===== src/rtl/lsu_bus_bridge.sv =====
// Load/store bridge: aligns core accesses onto a word-wide req/ack data bus,
// stalls the core while the bus transaction runs and aborts on bus timeout.
module lsu_bus_bridge #(
   parameter int ADDR_W  = 32,
   parameter int TIMEOUT = 16,
   parameter int TO_W    = 5
) (
   input  logic              clk,
   input  logic              rst,
   input  logic              mem_read,
   input  logic              mem_write,
   input  logic [1:0]        size,
   input  logic [ADDR_W-1:0] addr,
   input  logic [31:0]       wdata,
   output logic [31:0]       rdata,
   output logic              stall,
   output logic              misaligned,
   output logic              bus_err,
   output logic              bus_req,
   output logic              bus_we,
   output logic [ADDR_W-1:0] bus_addr,
   output logic [3:0]        bus_be,
   output logic [31:0]       bus_wdata,
   input  logic              bus_ack,
   input  logic [31:0]       bus_rdata
);

   typedef enum logic [1:0] {IDLE, REQ, DONE} state_t;

   state_t          state_reg, state_next;
   logic [TO_W-1:0] count_reg;

   logic        req_any, access, timeout_hit;
   logic        is_byte, is_half, is_word;
   logic [3:0]  be_lane;
   logic [31:0] wdata_lane, rdata_lane;

   assign req_any     = mem_read | mem_write;
   assign is_byte     = (size == 2'b10);
   assign is_half     = (size == 2'b01);
   assign is_word     = ~is_byte & ~is_half;   // 00 and 11 both mean word
   assign misaligned  = req_any & ((is_word & (addr[1:0] != 2'b00)) | (is_half & addr[0]));
   assign access      = req_any & ~misaligned;
   // The core is released only in DONE; misaligned accesses never stall.
   assign stall       = access & (state_reg != DONE);
   assign timeout_hit = (count_reg == TO_W'(TIMEOUT - 1));

   // Lane steering: replicate store data across lanes, pick the addressed lane on loads.
   always_comb begin
      be_lane    = 4'b1111;
      wdata_lane = wdata;
      rdata_lane = bus_rdata;
      if (is_byte) begin
         be_lane    = 4'b0001 << addr[1:0];
         wdata_lane = {4{wdata[7:0]}};
         rdata_lane = {24'd0, bus_rdata[{addr[1:0], 3'b000} +: 8]};
      end else if (is_half) begin
         be_lane    = addr[1] ? 4'b1100 : 4'b0011;
         wdata_lane = {2{wdata[15:0]}};
         rdata_lane = {16'd0, (addr[1] ? bus_rdata[31:16] : bus_rdata[15:0])};
      end
   end

   // State register.
   always_ff @(posedge clk or posedge rst) begin
      if (rst) state_reg <= IDLE;
      else     state_reg <= state_next;
   end

   // Next-state logic: one REQ phase per access, DONE lasts exactly one cycle.
   always_comb begin
      state_next = state_reg;
      case (state_reg)
         IDLE:    if (access) state_next = REQ;
         REQ:     if (bus_ack || timeout_hit) state_next = DONE;
         DONE:    state_next = IDLE;
         default: state_next = IDLE;
      endcase
   end

   // Bus request, timeout counter and read-data capture.
   always_ff @(posedge clk or posedge rst) begin
      if (rst) begin
         bus_req   <= 1'b0;
         bus_we    <= 1'b0;
         bus_addr  <= '0;
         bus_be    <= 4'b0000;
         bus_wdata <= 32'd0;
         bus_err   <= 1'b0;
         rdata     <= 32'd0;
         count_reg <= '0;
      end else begin
         case (state_reg)
            IDLE: begin
               if (access) begin
                  bus_req   <= 1'b1;
                  bus_we    <= mem_write;   // read+write together is a write
                  bus_addr  <= {addr[ADDR_W-1:2], 2'b00};
                  bus_be    <= be_lane;
                  bus_wdata <= wdata_lane;
                  count_reg <= '0;
               end
            end
            REQ: begin
               if (bus_ack) begin
                  bus_req   <= 1'b0;
                  count_reg <= '0;
                  rdata     <= bus_we ? 32'd0 : rdata_lane;
               end else if (timeout_hit) begin
                  bus_req   <= 1'b0;
                  bus_err   <= 1'b1;
                  count_reg <= '0;
                  rdata     <= 32'd0;
               end else begin
                  count_reg <= count_reg + 1'b1;
               end
            end
            DONE:    bus_err <= 1'b0;
            default: bus_err <= 1'b0;
         endcase
      end
   end

endmodule

===== config.mk =====
export PLATFORM = sky130hd
export DESIGN_NAME = lsu_bus_bridge
export DESIGN_NICKNAME = d
export VERILOG_FILES = /design/src/rtl/lsu_bus_bridge.sv
export SDC_FILE = /design/constraint.sdc
export NUM_CORES = 1
export LEC_CHECK = 0
export ABC_CLOCK_PERIOD_IN_PS = 10450
export CAP_MARGIN = 40
export CELL_PAD_IN_SITES_DETAIL_PLACEMENT = 1
export CELL_PAD_IN_SITES_GLOBAL_PLACEMENT = 1
export CORE_MARGIN = 3
export CORE_UTILIZATION = 35
export CTS_CLUSTER_SIZE = 14
export DETAILED_ROUTE_END_ITERATION = 8
export MAX_ROUTING_LAYER = met4
export PLACE_DENSITY = 0.85
export SLEW_MARGIN = 20
export SYNTH_ARGS = -nofsm -noshare
export SYNTH_HDL_FRONTEND = slang
export SYNTH_SLANG_ARGS = --single-unit

===== constraint.sdc =====
create_clock -name clk -period 10.45 [get_ports clk]
set_input_delay 1.5675 -clock clk [delete_from_list [all_inputs] [get_ports clk]]
set_output_delay 1.5675 -clock clk [all_outputs]
set_load 0.02 [all_outputs]

* Word-level counts from Yosys, hierarchy flattened
Index checks and enable logic that the tools add are counted.
** Storage, ports and cells
- Bits in registers :: 108
- Input bits :: 103
- Output and inout bits :: 105
- Word-level logic and storage cells :: 70
** Cells by class
- $add $sub $neg :: 1
- Eq/ne operators :: 10
- Shift operators :: 2
- Multiplexer cells :: 25
- Bitwise gates (word level) :: 12
- Reductions and logical operators :: 11
** Operator list (number)
- $mux W32 :: 7
- $shiftx A32 B6 Y8 :: 1
- $mux W16 :: 1
- $mux W5 :: 3
- $mux W4 :: 3
- $ne A2 B2 Y1 const B :: 5
- $pmux W5 S2 :: 1
- $reduce_and A2 Y1 :: 4
- $and A1 B1 Y1 :: 6
- $reduce_and A3 Y1 :: 2
- $reduce_bool A2 Y1 :: 3
- $add A5 B1 Y5 const B :: 1
- $eq A5 B4 Y1 const B :: 1
- $mux W1 :: 5
- $eq A2 B1 Y1 const B :: 2
- $mux W2 :: 2
- $not A1 Y1 :: 4
- $pmux W1 S2 :: 2
- $pmux W2 S2 :: 1
- $shl A1 B2 Y4 const A :: 1
- $ne A3 B3 Y1 const B :: 1
- $eq A2 B2 Y1 const B :: 1
- $logic_not A2 Y1 :: 1
- $or A1 B1 Y1 :: 2
- $logic_or A1 B1 Y1 :: 1

* Depth between registers and ports, before layout
Gate-level depths: netlist of the first run.
- Depth in word-level cells :: 10
- Depth in mapped cells :: 8
- Mapped depth without buffers :: 5

* Least setup slack after synthesis of the first run
Ideal clock, no wire load.
- Kind :: input port to output port
- Start point :: input size[1]
- End point :: output misaligned
- Arrival time :: 2.411 ns
- Data required time :: 8.883 ns
- Slack :: 6.472 ns
- Stages :: 5
- Path buffers :: 1
- Path through :: inv_1 -> ha_1 -> buf_2 -> a21oi_2 -> nor3_1
** On the way
- Word-level cells in the longest chain between the ends :: 6
- Elaborated cells between the ends (all ways) :: 9
- Those cells by class :: 2 x eq/ne; 7 x bitwise
** RTL lines
- start, declared :: line 12 : input logic [1:0] size,
- $eq A2 B2 Y1 / $eq A2 B1 Y1 (equally long branches) :: line 39, 40
- $not A1 Y1 :: line 41 : assign is_word = ~is_byte & ~is_half;
- $and A1 B1 Y1 :: line 41
- $and A1 B1 Y1 :: line 42 : assign misaligned = req_any & ((is_word & (addr[1:0] != 2'b00)) | (is_half & addr[0]));
- $or A1 B1 Y1 * :: line 42
- $and A1 B1 Y1 * :: line 42
- end, declared :: line 17 : output logic misaligned,
Every way passes the cells marked *; elsewhere a longest branch is shown, timed or not.

* Final worst setup path of the first run
- Start point :: input addr[1]
- End point :: output stall
** On the way
- Word-level cells in the longest chain between the ends :: 7
** RTL lines
- start, declared :: line 13 : input logic [ADDR_W-1:0] addr,
- $reduce_bool A2 Y1 :: line 42
- $and A1 B1 Y1 :: line 42
- $or A1 B1 Y1 :: line 42
- $and A1 B1 Y1 :: line 42
- $not A1 Y1 :: line 43 : assign access = req_any & ~misaligned;
- $and A1 B1 Y1 :: line 43
- $and A1 B1 Y1 :: line 45 : assign stall = access & (state_reg != DONE);
- end, declared :: line 16 : output logic stall,
Every way passes these cells.

==> results_dict.tcl, run 1 <==
set metrics [dict create \
    areaGrowthSynthToFinish_pct 52.27 \
    first_pass_iters 4 \
    synth_edf_count 0 \
    synth.cell_area_sq_mm 0.004905 \
    postCtsSetupRepairBufs 0 \
    cts_max_level 3 \
    grt_pass1_vias 4452 \
    antenna_found_initial 0 \
    synth.avg_cell_area_sq_um 13.01 \
    synthArstFlopShare_pct 100.0 \
    grt_pass1_wl_um 24370 \
    synthTopCellsByArea "dfrtp_1 (55%), mux2_2 (17%), mux2i_1 (3.9%)" \
    clkTransAtPathRegs_ns 0.07 \
    drc_errors 0 \
    power.density_mw_per_mm2 281.0 \
    hold_path_class "reg2reg" \
    fin_area_sq_mm 0.007468 \
    numClockSinks 108 \
    gp_congestion 0.7599 \
    yosys.area.top_type "dfrtp_1" \
    core-area_sq_mm 0.01345 \
    biggestRegsByFlops "bus_wdata x32, rdata x32, bus_addr x30" \
    initial_core_util_pct 36.46 \
    regArea_sq_mm 0.002703 \
    seq_power_share_pct 34.5 \
    vias 3903 \
    num_rows 42 \
    p_sw_share_pct 35.81 \
    fp.dieArea_sq_mm 0.01547 \
    cap_violations 0 \
    dpl_cell_area_sq_mm 0.007149 \
    drive_gt1_share_pct 19.10 \
    synth_cell_types 45 \
    final_cell_mix "clkdlybuf4s50_1 (205), dfrtp_1 (108), mux2_2 (75)" \
    holdBufCountCts 0 \
    grt_max_degree 57 \
    detail_route.vias_per_cell 5.156 \
    clk_root_buffer_cell "clkbuf_16" \
    n_fill_cell 1399 \
    ctsResizeCount 0 \
    yosysWarnings 0 \
    final_common_cell "clkdlybuf4s50_1" \
    slew_violations 0 \
    finClkSkew_ns 0.004442 \
    fin_crit_sh_pct 49.41 \
    ys.flop_type "dfrtp_1" \
    path_max_fanout 15 \
    crit_path_end_kind "output pin" \
    cts_buffers 9 \
    cellLeakagePower_nw 3.168 \
    cp-start-kind "input port" \
    wl_per_cell_um 20.01 \
    hp-start "bus_addr[6]" \
    final_hold_viol_count 0 \
    rsz0062_at_grt "no" \
    critical_path_arrival_ns 3.60 \
    period_needed_ns 5.163 \
    io_buffers 205 \
    status "complete, no violations" \
    wirelength_um 15150 \
    die_y_um 124.4 \
    seq_area_frac_synth_pct 55.10 \
    synth_seq_cells 108 \
    finalSetupTns_ns 0 \
    clockBufferDepth 2 \
    critPathKind "in2out" \
    synth_top_cell_area_share_pct 55.10 \
    total_power_mw 2.099 \
    antenna_cells 0 \
    ir_worst_vdd_mv 0.1292 \
    fmax_mhz 193.7 \
    drtAntennaViolNets 0 \
    drtIter0Drc 140 \
    p_sw_mw 0.7515 \
    slew-limit-headroom_pct 47.41 \
    final_nets 682 \
    setup_viol 0 \
    r2r-start "state_reg[1]" \
    crit_required_ns 8.88 \
    rrSetupSlack_ns 8.36 \
    grt.overflow.total 0 \
    startpoint "addr[1]" \
    worst_slew_pin_slew_ns 0.7872 \
    netlist_instances 377 \
    grt_usage_pct 20.08 \
    multi_input_area_sq_mm 0.002004 \
    clkPwrFrac_pct 16.6 \
    cts_tree "done" \
    ios 208 \
    cellInternalPower_mw 1.347 \
    die-width_um 124.4 \
    pwr-share-comb_pct 48.9 \
    clock_latency_ns 0.34 \
    post-dp-hpwl_um 11430 \
]
[stage by stage]
step | std cells | worst slack, ns | hold slack, ns | utilization, %
2_1_floorplan | 378 | 6.037 | 0.4865 | -
5_1_grt | 757 | 5.206 | 0.5126 | 55.52
3_3_place_gp | 736 | 5.077 | 0.4728 | 52.71
4_1_cts | 756 | 4.975 | 0.5002 | 55.40
3_5_place_dp | 740 | 5.014 | 0.4797 | 53.14
6_report | 757 | 5.287 | 0.4992 | 55.52
[power groups by stage]
stage                     sequential, mW  clock [mW]  combinational, mW
after detailed placement           0.732           0               1.03
after global placement             0.716           0               1.01
final                              0.724       0.349               1.03
after global routing               0.751       0.378               1.08
after CTS                          0.727       0.360               1.04
after floorplan                    0.952           0              0.280
[critical path, stage by stage]
cell and delay, ns:
clkdlybuf4s50_1 0.77, nor2_2 0.40, o221a_2 0.24, clkdlybuf4s50_1 0.61
[cells by family after synthesis]
family | count (synthesis) | synth area share (%)
flip-flops | 108 | 55.10
multiplexers | 99 | 22.24
AO/OA/AOI/OAI | 76 | 12.04
buffers and inverters | 48 | 4.490
AND/OR/NAND/NOR | 41 | 5.102
adder cells (fa/ha/maj) | 3 | 0.7654
other | 1 | 0.07646
XOR/XNOR | 1 | 0.1786
[path summary, 6_finish.rpt]
check	end	depth (start not counted)
setup / recovery	stall	4
setup reg to reg	rdata[22]	4
hold / removal	bus_addr[6]	1
min in group asynchronous	bus_addr[3]	2
max in group asynchronous	bus_wdata[25]	4
hold reg to reg	bus_addr[6]	1
[final cells by class]
class | instances | share of cell area, %
multi-input cells | 222 | 26.84
clock buffers | 12 | 3.434
repair buffers | 214 | 28.87
well taps | 176 | 2.949
clock inverters | 4 | 0.6366
inverters | 21 | 1.089
flip-flops and latches | 108 | 36.19
[Yosys cell counts, types with 2 or more instances]
master	n
buf_4	3
nand2_1	14
nor2_1	2
o21ai_0	21
nor2_2	2
dfrtp_1	108
inv_1	21
buf_2	17
a21oi_1	4
mux2_2	75
a22o_1	17
mux2_1	5
ha_1	3
nand2b_1	3
o2bb2ai_1	8
nand3_1	2
nor4b_1	8
mux2i_1	19
a221o_1	8
a32o_1	8
clkbuf_1	5
[layer usage]
layer | up-vias | GRT usage, % | part of all wire, %
met4 | 0 | 5.996 | 1.6
met3 | 16 | 5.918 | 6.3
met1 | 1981 | 22.59 | 40
met2 | 133 | 34.64 | 52
met5 | - | - | 0
li1 | 1773 | - | -
Note: power is estimated with default switching activity, not from simulation.
==> run 2, diff against run 1 <==
ABC_CLOCK_PERIOD_IN_PS = 5200   (was 10450)
CORE_UTILIZATION = 33   (was 35)
PLACE_DENSITY = 0.81   (was 0.85)
clock period = 5.2 ns   (was 10.45 ns; I/O delays follow)
==> run 2 against run 1 <==
Cell area down 0.50%. Sequential power is 100% higher. Highest routed layer unchanged. Flip-flop and latch count unchanged. Via count down 0.44%. Worst setup slack worse by 3.7 ns. Die area rose by 5.8%. Non-clock buffer count unchanged. Routed wire length up 1.6%. Clock power rose by 88%. Register-to-register slack worse by 5.2 ns. Critical path depth up 3.
==> results_dict.tcl, run 2 (synthesis gave the netlist of run 1 again) <==
set metrics [dict create \
    drtAntennaViolNets 0 \
    ctsResizeCount 0 \
    crit_slowest_cell "clkdlybuf4s50_1" \
    final_common_cell "clkdlybuf4s50_1" \
    cts_tree "done" \
    numClockSinks 108 \
    fin_hold_ws_ns 0.4892 \
    die-width_um 127.9 \
    ios 208 \
    die_y_um 127.9 \
    critical_path_arrival_ns 2.87 \
    crit_required_ns 4.42 \
    finClkSkew_ns 0.005565 \
    clock_latency_ns 0.35 \
    worst_slew_pin_slew_ns 0.8202 \
    num_rows 43 \
    fmax_mhz 273.8 \
    grt_pass1_wl_um 24360 \
    detail_route.vias_per_cell 5.106 \
    holdPathStages 1 \
    post-dp-hpwl_um 11630 \
    critPathKind "in2out" \
    areaGrowthSynthToFinish_pct 51.51 \
    hold_path_class "reg2reg" \
    grt.overflow.total 0 \
    slew_violations 0 \
    grt_pass1_vias 4435 \
    fin_crit_sh_pct 70.24 \
    n_fill_cell 1470 \
    postCtsSetupRepairBufs 0 \
    biggestRegsByFlops "bus_wdata x32, rdata x32, bus_addr x30" \
    dp.cells 745 \
    cap_violations 0 \
    drtIter0Drc 163 \
    finalSetupTns_ns 0 \
    io_buffers 205 \
    cts_max_level 3 \
    cellLeakagePower_nw 3.134 \
    slew-limit-headroom_pct 45.32 \
    drc_errors 0 \
    crit_path_max_incr_delay_ns 0.61 \
    grt_usage_pct 19.49 \
    power.density_mw_per_mm2 561.8 \
    grt_max_degree 61 \
    rsz0062_at_grt "no" \
    holdBufCountCts 0 \
    antenna_found_initial 0 \
    final_nets 682 \
    final_hold_viol_count 0 \
    path_max_fanout 14 \
    antenna_cells 0 \
    clk_root_buffer_cell "clkbuf_16" \
    initial_core_util_pct 34.53 \
    clockBufferDepth 2 \
    wirelength_um 15380 \
    period_needed_ns 3.652 \
    ir_worst_vdd_mv 0.2913 \
    fp.dieArea_sq_mm 0.01636 \
    core-area_sq_mm 0.01420 \
    drive_gt1_share_pct 19.28 \
    crit_path_end_kind "output pin" \
    finalNonFillerCells 761 \
    clkTransAtPathRegs_ns 0.08 \
    cp-start-kind "input port" \
    gp_congestion 0.7688 \
    final_cell_mix "clkdlybuf4s50_1 (205), dfrtp_1 (108), mux2_2 (75)" \
    r2r_cells 3 \
    status "complete, no violations" \
    vias 3886 \
    first_pass_iters 4 \
    path_cells "clkdlybuf4s50_1, inv_1, ha_1, buf_4, a21oi_2, o221a_2, clkdlybuf4s50_1" \
    cts_buffers 9 \
    setup_viol 0 \
    wl_per_cell_um 20.22 \
    critPathMostFrequentCell "clkdlybuf4s50_1" \
]
## run 2: cell count changes in the layout (fill, tap and decap cells not counted), moves of 2 or more
cell,previous run,this run
clkbuf_8,2,0
clkinvlp_4,1,4
buf_8,2,0
buf_4,4,6
## run 2: worst paths after layout
check / startpoint / endpoint / slack, ns
max: size[1] / stall / 1.55
min: rdata[10] / rdata[10] / 0.49
max reg2reg: state_reg[1] / rdata[19] / 3.13
min reg2reg: rdata[10] / rdata[10] / 0.49
max in group asynchronous: rst / bus_be[3] / 3.53
min in group asynchronous: rst / bus_wdata[23] / 0.84
## run 2: worst max-delay path, delay by kind of cell
| family | cells | cell delay [ns] |
|---|---|---|
| AO/OA/AOI/OAI | 2 | 0.53 |
| buffers and inverters | 4 | 1.37 |
| adder cells (fa/ha/maj) | 1 | 0.18 |
## run 2: metrics by stage
step / area, sq um / total power [mW] / setup WS (ns) / utilization [%]
final: 7431 / 4.175 / 1.548 / 52.32
after global routing: 7431 / 4.403 / 1.504 / 52.32
after CTS: 7431 / 4.233 / 1.534 / 52.32
after detailed placement: 7153 / 3.554 / 1.565 / 50.36
after global placement: 7111 / 3.473 / 1.612 / 50.06
after floorplan: 4908 / 2.475 / 1.574 / -
## run 2: area by class of cell
type                            count  area, sq um  share of cell area [%]
Sequential cell                   108         2703                   36.37
Inverter                           21        81.33                   1.094
Clock buffer                        9        225.2                   3.031
Clock inverter                      7        52.55                  0.7072
Multi-Input combinational cell    222         2011                   27.06
Tap cell                          180        225.2                   3.031
Timing Repair Buffer              214         2133                   28.71
## run 2: report_power, final
part	switching [mW]	internal [mW]	leakage [nW]
Sequential	0.226	1.23	1.33
Combinational	0.987	1.08	1.68
Clock	0.329	0.327	0.124
## run 2: metal layers
metal	GRT usage, %	share of wire [%]	vias to the layer above
met3	5.042	6.6	21
met1	23.04	41	1963
met4	7.054	2.3	0
met5	-	0	-
met2	32.19	50	137
li1	-	-	1765
==> run 3, diff against run 2 <==
ABC_CLOCK_PERIOD_IN_PS = 3000   (was 5200)
CORE_UTILIZATION = 30   (was 33)
PLACE_DENSITY = 0.77   (was 0.81)
clock period = 3 ns   (was 5.2 ns; I/O delays follow)
==> run 3 against run 2 <==
Via count up 0.26%. Cell area up 0.94%. Clock skew up 0.0015 ns. Die area up 9.5%.
==> results_dict.tcl, run 3 (synthesis gave the netlist of run 1 again) <==
set metrics [dict create \
    initial_core_util_pct 30.76 \
    final_cell_mix "clkdlybuf4s50_1 (205), dfrtp_1 (108), mux2_2 (75)" \
    detail_route.vias_per_cell 4.876 \
    slew_violations 0 \
    finalNonFillerCells 799 \
    antenna_found_initial 0 \
    fp.dieArea_sq_mm 0.01792 \
    r2r-start "state_reg[1]" \
    io_buffers 205 \
    num_rows 46 \
    first_pass_iters 4 \
    holdPathStages 1 \
    post-dp-hpwl_um 11550 \
    grt_pass1_vias 4502 \
    final_hold_viol_count 0 \
    grt_use_met2_pct 30.91 \
    hp-start "rdata[13]" \
    fin_area_sq_mm 0.007501 \
    clkTransAtPathRegs_ns 0.07 \
    clk_root_buffer_cell "clkbuf_16" \
    fmax_mhz 366.5 \
    dp.cells 784 \
    areaGrowthSynthToFinish_pct 52.93 \
    cellLeakagePower_nw 3.162 \
    die-width_um 133.9 \
    ios 208 \
    clockBufferDepth 2 \
    rsz0062_at_grt "no" \
    rrSetupSlack_ns 1.27 \
    grt_pass1_wl_um 24740 \
    period_needed_ns 2.729 \
    core-area_sq_mm 0.01594 \
    vias 3896 \
    biggestRegsByFlops "bus_wdata x32, rdata x32, bus_addr x30" \
    crit_required_ns 2.55 \
    min_to "rdata[13]" \
    grt.busiest_layer "met2" \
    drtAntennaViolNets 0 \
    status "complete, no violations" \
    cp-start-kind "input port" \
    drtIter0Drc 129 \
    wl_per_cell_um 19.48 \
    drive_gt1_share_pct 19.55 \
    crit_path_end_kind "output pin" \
    fin_hold_ws_ns 0.4930 \
    grt.overflow.total 0 \
    slew-limit-headroom_pct 47.44 \
    gp_congestion 0.7883 \
    finalSetupTns_ns 0 \
    setup_viol 0 \
    grt_usage_pct 18.11 \
    finClkSkew_ns 0.007035 \
    ctsResizeCount 0 \
    r2r_cells 3 \
    grt_util_met1_pct 20.28 \
    wirelength_um 15570 \
    critPathKind "in2out" \
    power.density_mw_per_mm2 969.4 \
    final_nets 685 \
    grt_max_degree 109 \
    postCtsSetupRepairBufs 0 \
    cts_tree "done" \
    drc_errors 0 \
    cts_buffers 9 \
    die_y_um 133.9 \
    path_max_fanout 2 \
    pre_cts_slack_ns 0.2462 \
    critical_path_arrival_ns 2.28 \
    fin_util_pct 47.05 \
    final_common_cell "clkdlybuf4s50_1" \
    antenna_cells 0 \
    clock_latency_ns 0.36 \
    ir_worst_vdd_mv 0.4085 \
    setup_slack_ns 0.2714 \
    fin_crit_sh_pct 90.95 \
    use_met3_pct 5.176 \
    hold_path_class "reg2reg" \
    rr_endpoint "rdata[2]" \
    holdBufCountCts 0 \
    worst_slew_pin_slew_ns 0.7867 \
    dpl_cell_area_sq_mm 0.007227 \
    cap_violations 0 \
    total_power_mw 7.271 \
    cts_max_level 3 \
    numClockSinks 108 \
]
## run 3: power breakdown
part | switching [mW] | internal, mW
sequential | 0.390 | 2.13
clock | 0.583 | 0.571
combinational | 1.71 | 1.88
total | 2.69 | 4.58
## run 3: layer usage
layer,vias up,wire length (um)
met4,0,361
li1,1765,-
met5,-,0
met3,23,1095
met2,135,7929
met1,1973,6182
## run 3: cell type report
class	count	area (sq um)
well taps	216	270.3
clock buffers	9	225.2
flip-flops and latches	108	2703
repair buffers	217	2167
clock inverters	6	48.80
fillers	1679	8442
inverters	21	82.58
multi-input cells	222	2004
## run 3: worst max path at each step
stage                     startpoint  slack [ns]  cells after the start             to
after global placement       size[0]        0.26                      6          stall
after global routing         size[0]        0.17                      7     misaligned
after floorplan              size[1]        1.04                      7  bus_wdata[16]
final                        size[0]        0.27                      6          stall
after CTS                    size[0]        0.25                      6          stall
after detailed placement     size[0]        0.25                      6          stall
## run 3: worst max-delay path: stages
cell and delay [ns]:
clkdlybuf4s50_1 0.48, inv_1 0.05, ha_1 0.29, a21oi_2 0.17
o221a_2 0.21, clkdlybuf4s50_1 0.62
